[config.mk]
export PLATFORM = sky130hd
export DESIGN_NAME = gpio_ctrl
export DESIGN_NICKNAME = d
export VERILOG_FILES = /design/src/rtl/gpio_pkg.sv /design/src/rtl/gpio_in_filt.sv /design/src/rtl/gpio_ctrl.sv
export SDC_FILE = /design/constraint.sdc
export NUM_CORES = 1
export LEC_CHECK = 0
export CORE_ASPECT_RATIO = 0.5
export CORE_MARGIN = 3
export CORE_UTILIZATION = 40
export CTS_BUF_LIST = sky130_fd_sc_hd__clkbuf_4 sky130_fd_sc_hd__clkbuf_8
export CTS_CLUSTER_DIAMETER = 60
export DETAILED_ROUTE_END_ITERATION = 7
export MAX_ROUTING_LAYER = met4
export PLACE_DENSITY = 0.62
export SLEW_MARGIN = 30
export SYNTH_ARGS = -nofsm -noshare
export SYNTH_HDL_FRONTEND = slang
export SYNTH_SLANG_ARGS = --single-unit
[constraint.sdc]
create_clock -name clk -period 5.1 [get_ports clk]
set_input_delay 1.275 -clock clk [delete_from_list [all_inputs] [get_ports clk]]
set_output_delay 1.275 -clock clk [all_outputs]
set_load 0.05 [all_outputs]
[src/rtl/gpio_pkg.sv]
// Shared definitions for the GPIO peripheral: register offsets and warm-up length.
package gpio_pkg;

  localparam logic [12:0] GPI_A = 13'h00;
  localparam logic [12:0] GPO_A = 13'h01;
  localparam logic [12:0] DIR_A = 13'h02;
  localparam logic [12:0] IE_A  = 13'h03;
  localparam logic [12:0] IP_A  = 13'h04;
  localparam logic [12:0] POL_A = 13'h05;
  localparam logic [12:0] SET_A = 13'h06;
  localparam logic [12:0] CLR_A = 13'h07;

  // Edges are masked until the synchroniser and the edge-detect flop hold real pad data.
  function automatic int warmup_len(input int sync_stages);
    return sync_stages + 1;
  endfunction

endpackage

[src/rtl/gpio_in_filt.sv]
// Pad input synchroniser with optional debounce filter (enabled by GPIO_DEBOUNCE_EN).
module gpio_in_filt #(
  parameter int DW          = 16,
  parameter int SYNC_STAGES = 2,
  parameter int DEB_DIV     = 1000
) (
  input  logic          clk,
  input  logic          rst,
  input  logic [DW-1:0] gpio_in,
  output logic [DW-1:0] flt
);

  logic [SYNC_STAGES-1:0][DW-1:0] sync_reg;
  logic [DW-1:0]                  syn;

  always_ff @(posedge clk) begin
    if (rst) begin
      sync_reg <= '0;
    end else begin
      sync_reg <= {sync_reg[SYNC_STAGES-2:0], gpio_in};
    end
  end

  assign syn = sync_reg[SYNC_STAGES-1];

`ifdef GPIO_DEBOUNCE_EN
  localparam int CW = (DEB_DIV > 1) ? $clog2(DEB_DIV) : 1;

  logic [CW-1:0]        div_reg;
  logic                 tick;
  logic [2:0][DW-1:0]   hist_reg;
  logic [DW-1:0]        agree;
  logic [DW-1:0]        flt_reg;

  assign tick  = (div_reg == CW'(DEB_DIV - 1));
  // A bit is accepted only when its three most recent samples are identical.
  assign agree = ~(hist_reg[0] ^ hist_reg[1]) & ~(hist_reg[1] ^ hist_reg[2]);

  always_ff @(posedge clk) begin
    if (rst) begin
      div_reg  <= '0;
      hist_reg <= '0;
      flt_reg  <= '0;
    end else begin
      div_reg <= tick ? '0 : div_reg + 1'b1;
      if (tick) begin
        hist_reg <= {hist_reg[1:0], syn};
      end
      flt_reg <= (flt_reg & ~agree) | (hist_reg[0] & agree);
    end
  end

  assign flt = flt_reg;
`else
  assign flt = syn;
`endif

endmodule

[src/rtl/gpio_ctrl.sv]
// Memory-mapped GPIO: direction, atomic set/clear, edge interrupts with W1C pending bits.
// Define GPIO_DEBOUNCE_EN to insert the debounce filter on the input path.
module gpio_ctrl
  import gpio_pkg::*;
#(
  parameter int DW          = 16,
  parameter int AW          = 13,
  parameter int SYNC_STAGES = 2,
  parameter int DEB_DIV     = 1000
) (
  input  logic          clk,
  input  logic          rst,
  input  logic [DW-1:0] din,
  input  logic [AW-1:0] addr,
  input  logic          we,
  output logic [DW-1:0] dout,
  input  logic [DW-1:0] gpio_in,
  output logic [DW-1:0] gpio_out,
  output logic [DW-1:0] gpio_oe,
  output logic          irq
);

  localparam int WU = warmup_len(SYNC_STAGES);
  localparam int WW = $clog2(WU + 1);

  logic [DW-1:0] flt;
  logic [DW-1:0] prev_reg;
  logic [DW-1:0] gpo_reg;
  logic [DW-1:0] dir_reg;
  logic [DW-1:0] ie_reg;
  logic [DW-1:0] ip_reg;
  logic [DW-1:0] pol_reg;
  logic [DW-1:0] dout_reg;
  logic [WW-1:0] wu_reg;
  logic          warm;
  logic [DW-1:0] rise;
  logic [DW-1:0] fall;
  logic [DW-1:0] edge_det;
  logic [DW-1:0] w1c;
  logic [DW-1:0] rd_data;

  gpio_in_filt #(
    .DW          (DW),
    .SYNC_STAGES (SYNC_STAGES),
    .DEB_DIV     (DEB_DIV)
  ) u_filt (
    .clk     (clk),
    .rst     (rst),
    .gpio_in (gpio_in),
    .flt     (flt)
  );

  assign warm = (wu_reg == WW'(WU));
  assign rise = flt & ~prev_reg;
  assign fall = ~flt & prev_reg;

  genvar gi;
  generate
    for (gi = 0; gi < DW; gi++) begin : g_edge
      assign edge_det[gi] = pol_reg[gi] ? rise[gi] : fall[gi];
    end
  endgenerate

  assign w1c = (we && (addr == AW'(IP_A))) ? din : '0;

  always_comb begin
    rd_data = '0;
    case (addr)
      AW'(GPI_A): rd_data = flt;
      AW'(GPO_A): rd_data = gpo_reg;
      AW'(DIR_A): rd_data = dir_reg;
      AW'(IE_A):  rd_data = ie_reg;
      AW'(IP_A):  rd_data = ip_reg;
      AW'(POL_A): rd_data = pol_reg;
      default:    rd_data = '0;
    endcase
  end

  always_ff @(posedge clk) begin
    if (rst) begin
      prev_reg <= '0;
      gpo_reg  <= '0;
      dir_reg  <= '0;
      ie_reg   <= '0;
      ip_reg   <= '0;
      pol_reg  <= '0;
      dout_reg <= '0;
      wu_reg   <= '0;
    end else begin
      prev_reg <= flt;
      if (!warm) begin
        wu_reg <= wu_reg + 1'b1;
      end
      // A new edge overrides a same-cycle clear on that bit.
      ip_reg <= (ip_reg & ~w1c) | (warm ? edge_det : '0);
      if (we) begin
        case (addr)
          AW'(GPO_A): gpo_reg <= din;
          AW'(DIR_A): dir_reg <= din;
          AW'(IE_A):  ie_reg  <= din;
          AW'(POL_A): pol_reg <= din;
          AW'(SET_A): gpo_reg <= gpo_reg | din;
          AW'(CLR_A): gpo_reg <= gpo_reg & ~din;
          default: ;
        endcase
      end else begin
        dout_reg <= rd_data;
      end
    end
  end

  assign dout     = dout_reg;
  assign gpio_out = gpo_reg;
  assign gpio_oe  = dir_reg;
  assign irq      = |(ip_reg & ie_reg);

endmodule
## Word level (Yosys, flattened, before mapping)

Cells that the tools add are included.

| storage, ports and cells | value |
|---|---|
| bits in registers | 146 |
| logic and storage cells | 58 |

| cells by class | value |
|---|---|
| $add $sub $neg | 1 |
| equal/unequal tests | 8 |
| mux-type cells | 20 |
| bitwise gates (word level) | 11 |
| reduce and logical (&&, ||, !) cells | 8 |

Operators with widths:

| operator | count |
|---|---|
| $pmux 16 s6 | 1 |
| $and 16x16->16 | 5 |
| $not 16->16 | 4 |
| $eq 13x3->1 const B | 4 |
| $pmux 16 s3 | 1 |
| $mux 16 | 2 |
| $or 16x16->16 | 2 |
| $eq 13x2->1 const B | 2 |
| $mux 1 | 16 |
| $reduce_or 16->1 | 1 |
| $eq 13x1->1 const B | 1 |
| $logic_not 13->1 | 1 |
| $reduce_and 2->1 | 4 |
| $reduce_bool 3->1 | 1 |
| $add 2x1->2 const B | 1 |
| $eq 2x2->1 const B | 1 |
| $logic_and 1x1->1 | 1 |

## Depth between registers and ports, before layout

| depth | value |
|---|---|
| word-level depth | 6 |
| mapped depth | 7 |
| depth with buffers taken out | 4 |

## Hierarchy

Synthesis repeated with hierarchy kept, for this count alone.

| unflattened totals | value |
|---|---|
| cell total of the unflattened synthesis | 768 |
| area total of the unflattened synthesis | 6711.4 sq um |

Modules (own cells, without submodules):

| module | times used | cells each | area each (sq um) |
|---|---|---|---|
| gpio_ctrl | 1 | 685 | 5728.0 |
| gpio_in_filt | 1 | 83 | 983.4 |

## Worst setup path after synthesis

No wires, ideal clock.

| path | value |
|---|---|
| path type | input-to-reg |
| from | in addr[9] |
| to | reg ie_reg[5] |
| library setup time | 70 ps |
| arrival time | 2749 ps |
| data required time | 5030 ps |
| path slack | 2281 ps |
| stages | 6 |
| path buffers | 2 |
| cell sequence | or4_4 -> buf_6 -> nor4_4 -> buf_6 -> nand4_1 -> a21oi_1 |

| between the ends | value |
|---|---|
| longest elaborated chain between the ends | 2 |

RTL lines:

| element | line | RTL |
|---|---|---|
| start, declared | gpio_ctrl.sv:14 | `input logic [AW-1:0] addr,` |
| $eq 13x2->1 | gpio_ctrl.sv:97 | `case (addr)` |
| $reduce_and 2->1 (no line) | -- |  |
| end signal, assigned | gpio_ctrl.sv:100 | `AW'(IE_A): ie_reg <= din;` |
| end, declared | gpio_ctrl.sv:30 | `logic [DW-1:0] ie_reg;` |

No other way between the ends.
A chain may end at the register's enable or synchronous reset.

## Worst setup path after layout

| path | value |
|---|---|
| from | reg ip_reg[11] |
| to | out irq |

| between the ends | value |
|---|---|
| longest elaborated chain between the ends | 2 |

RTL lines:

| element | line | RTL |
|---|---|---|
| start, declared | gpio_ctrl.sv:31 | `logic [DW-1:0] ip_reg;` |
| start signal, assigned | gpio_ctrl.sv:95 | `ip_reg <= (ip_reg & ~w1c) \| (warm ? edge_det : '0);` |
| $and 16x16->16 | gpio_ctrl.sv:115 | `assign irq = \|(ip_reg & ie_reg);` |
| $reduce_or 16->1 | gpio_ctrl.sv:115 |  |
| end, declared | gpio_ctrl.sv:20 | `output logic irq` |

No other way between the ends.

==> results.cfg <==
[routing]
drt-total-wl_mm = 21.2
drc = 0
route.vias.total = 5963
vias_per_cell = 5.88
drt_iter0_drc = 707
ant_nets = 0
wl_per_cell_um = 21.0
drt_first_pass_iters = 5

[floorplanning]
die_height_um = 95.7
chipWidth_um = 185
dieArea_um2 = 17700
core_area_um2 = 15600
rows = 32
initial_core_util_pct = 41.3
io_pins = 97

[synthesis]
synth-seq-area-share_pct = 45.4
synthFlopType = dfxtp_1
synth_top_cell_area_share_pct = 45.4
async_flop_share_pct = 0
synth_cell_types = 47
synth_top_cells_by_area = dfxtp_1, a21oi_1, o21ai_0
yosys_register_bits = 146
yosysTopAreaCell = dfxtp_1
syn_area_per_cell_um2 = 8.78
synth.cell_area_um2 = 6430
synth-edff-count = 0
synth_fp_nets = 782
yosys_warnings = 0
postSynthCellCount = 733

[cells_and_area]
antenna_cells = 0
final_cell_mix = dfxtp_1, a21oi_1, clkdlybuf4s50_1, o21ai_0, nor2b_1
syn2layout_area_growth_pct = 22.7
final_common_cell = dfxtp_1
layout.nets = 846
postLayoutCoreUtil_pct = 50.7
drive_above_1_share_pct = 9.26
fin_cells = 1014

[global_routing]
grt_max_degree = 80
antenna_found_initial = 0
grt_pass1_vias = 5303
track_usage_pct = 24.5
grt_pass1_wl_mm = 31.9
grt_overflow_total = 0

[power]
power.total_mw = 2.34
p_seq_share_pct = 50.3
netSwitchingPower_uw = 647
p_int_mw = 1.69
irDropWorstVdd_uv = 152
pwr-share-clk_pct = 41.1
total_leakage_power_nw = 2.66
p_sw_share_pct = 27.6
p_per_area_nw_per_um2 = 297
p_comb_share_pct = 8.6

[min_path]
hold_end = u_filt.flt[10]
holdPathStages = 1
hold_path.class = register to register
hold_path_startpoint = u_filt.sync_reg[10]

[setup_path]
crit_family = buffers and inverters
start_kind = register
rr_endpoint = ip_reg[13]
cp_cell_sequence = a22o_1 > a221oi_1 > nand4_1 > clkdlybuf4s50_1
crit_slowest_cell = clkdlybuf4s50_1
crit_fanout = 3
worst-setup-path-type = register to output port
required_ns = 3.83
cp_num_buf_inv = 1
max_stage_delay_ns = 0.75
timing.rr.start = wu_reg[0]
reg2reg_slack_ns = 3.25
critPathArrivalTime_ns = 2.43
crit_start = ip_reg[11]
rr_worst_depth = 3
worstSetupEndpointType = output port

[clock_network]
cts_tree = done
cts.repair.resized = 0
cts_root_buf = clkbuf_8
cts_buffers = 17
cts.sinks = 146
cts_max_path_buffers = 2
hold_buffers = 0
clk_pin_slew_ns = 0.09
clkLatencyLatePin_ns = 0.45
htree_levels = 4
cts_setup_buffers = 0

[place]
gp_congestion = 0.901
port_buffers = 96
dpl.hpwl_mm = 13.8
dp.cells = 982

[sta]
max_freq_ghz = 0.270
skew_ns = 0.0174
finalSetupViolations = 0
fin_hold_ws_ns = 0.443
hold_viol_final = 0
tns_ns = 0
finalCritPeriodShare_pct = 72.6
maxSlewHeadroom_pct = 38.7
max_slew.worst_pin.slew_ns = 0.920
min_period_ns = 3.70
slew_viol_final = 0
rsz0062_at_grt = no

[outcome]
status = finished, final reports clean

[job]
drv_cap = 0
## power by group through the flow
stage / logic [mW] / registers [mW] / clock network, mW
floorplan: 0.103 / 1.21 / 0
finish: 0.201 / 1.18 / 0.962
global route: 0.215 / 1.18 / 1.02
detailed placement: 0.198 / 1.20 / 0
global placement: 0.197 / 1.20 / 0
CTS: 0.199 / 1.18 / 0.972
## cells in the mapped netlist (all sizes together), types with 8 or more instances
master	n
nor2b	51
inv	24
nand2	23
a221oi	13
nor3b	18
o31ai	16
or4	18
mux2i	17
nand4	19
nor4	8
nor3	10
clkbuf	45
nand3	33
buf	21
o21ai	82
nor2	26
a21oi	105
dfxtp	146
mux4	8
## how the worst max path moves through the flow
stage | endpoint | slack (ns) | depth (start not counted)
finish | irq | 1.40 | 4
global route | irq | 1.33 | 4
CTS | irq | 1.44 | 4
detailed placement | ie_reg[1] | 1.23 | 7
global placement | dout[7] | 1.19 | 5
floorplan | ie_reg[5] | 2.28 | 6
## per-layer routing
metal	GRT usage [%]	wire [um]
met5	-	0
met4	6.05	244
met3	5.53	2130
met2	33.6	8670
met1	36.1	10200
## cell type report
type,count,area (um2)
Timing Repair Buffer,111,1070
Tap cell,204,255
Fill cell,1478,7680
Sequential cell,146,2920
Clock inverter,14,165
Clock buffer,18,241
Multi-Input combinational cell,497,3140
Inverter,24,90.1
## logic make-up (layout without fill, tap and decap cells)
| family | Yosys count | after routing | synth area share, % |
|---|---|---|---|
| buf+inv | 90 | 167 | 5.80 |
| compound gates | 247 | 247 | 21.9 |
| flops | 146 | 146 | 45.4 |
| simple gates | 217 | 217 | 20.1 |
| xor+xnor | 1 | 1 | 0.136 |
| mux | 31 | 31 | 6.50 |
| fa+ha+maj | 1 | 1 | 0.194 |
## stage by stage
stage | instance area, um2 | setup WS [ns]
final | 7890 | 1.40
after global routing | 7890 | 1.33
after CTS | 7890 | 1.44
after detailed placement | 7480 | 1.23
after global placement | 7480 | 1.19
after floorplan | 6430 | 2.28
Power figures use the tool's default switching activity.
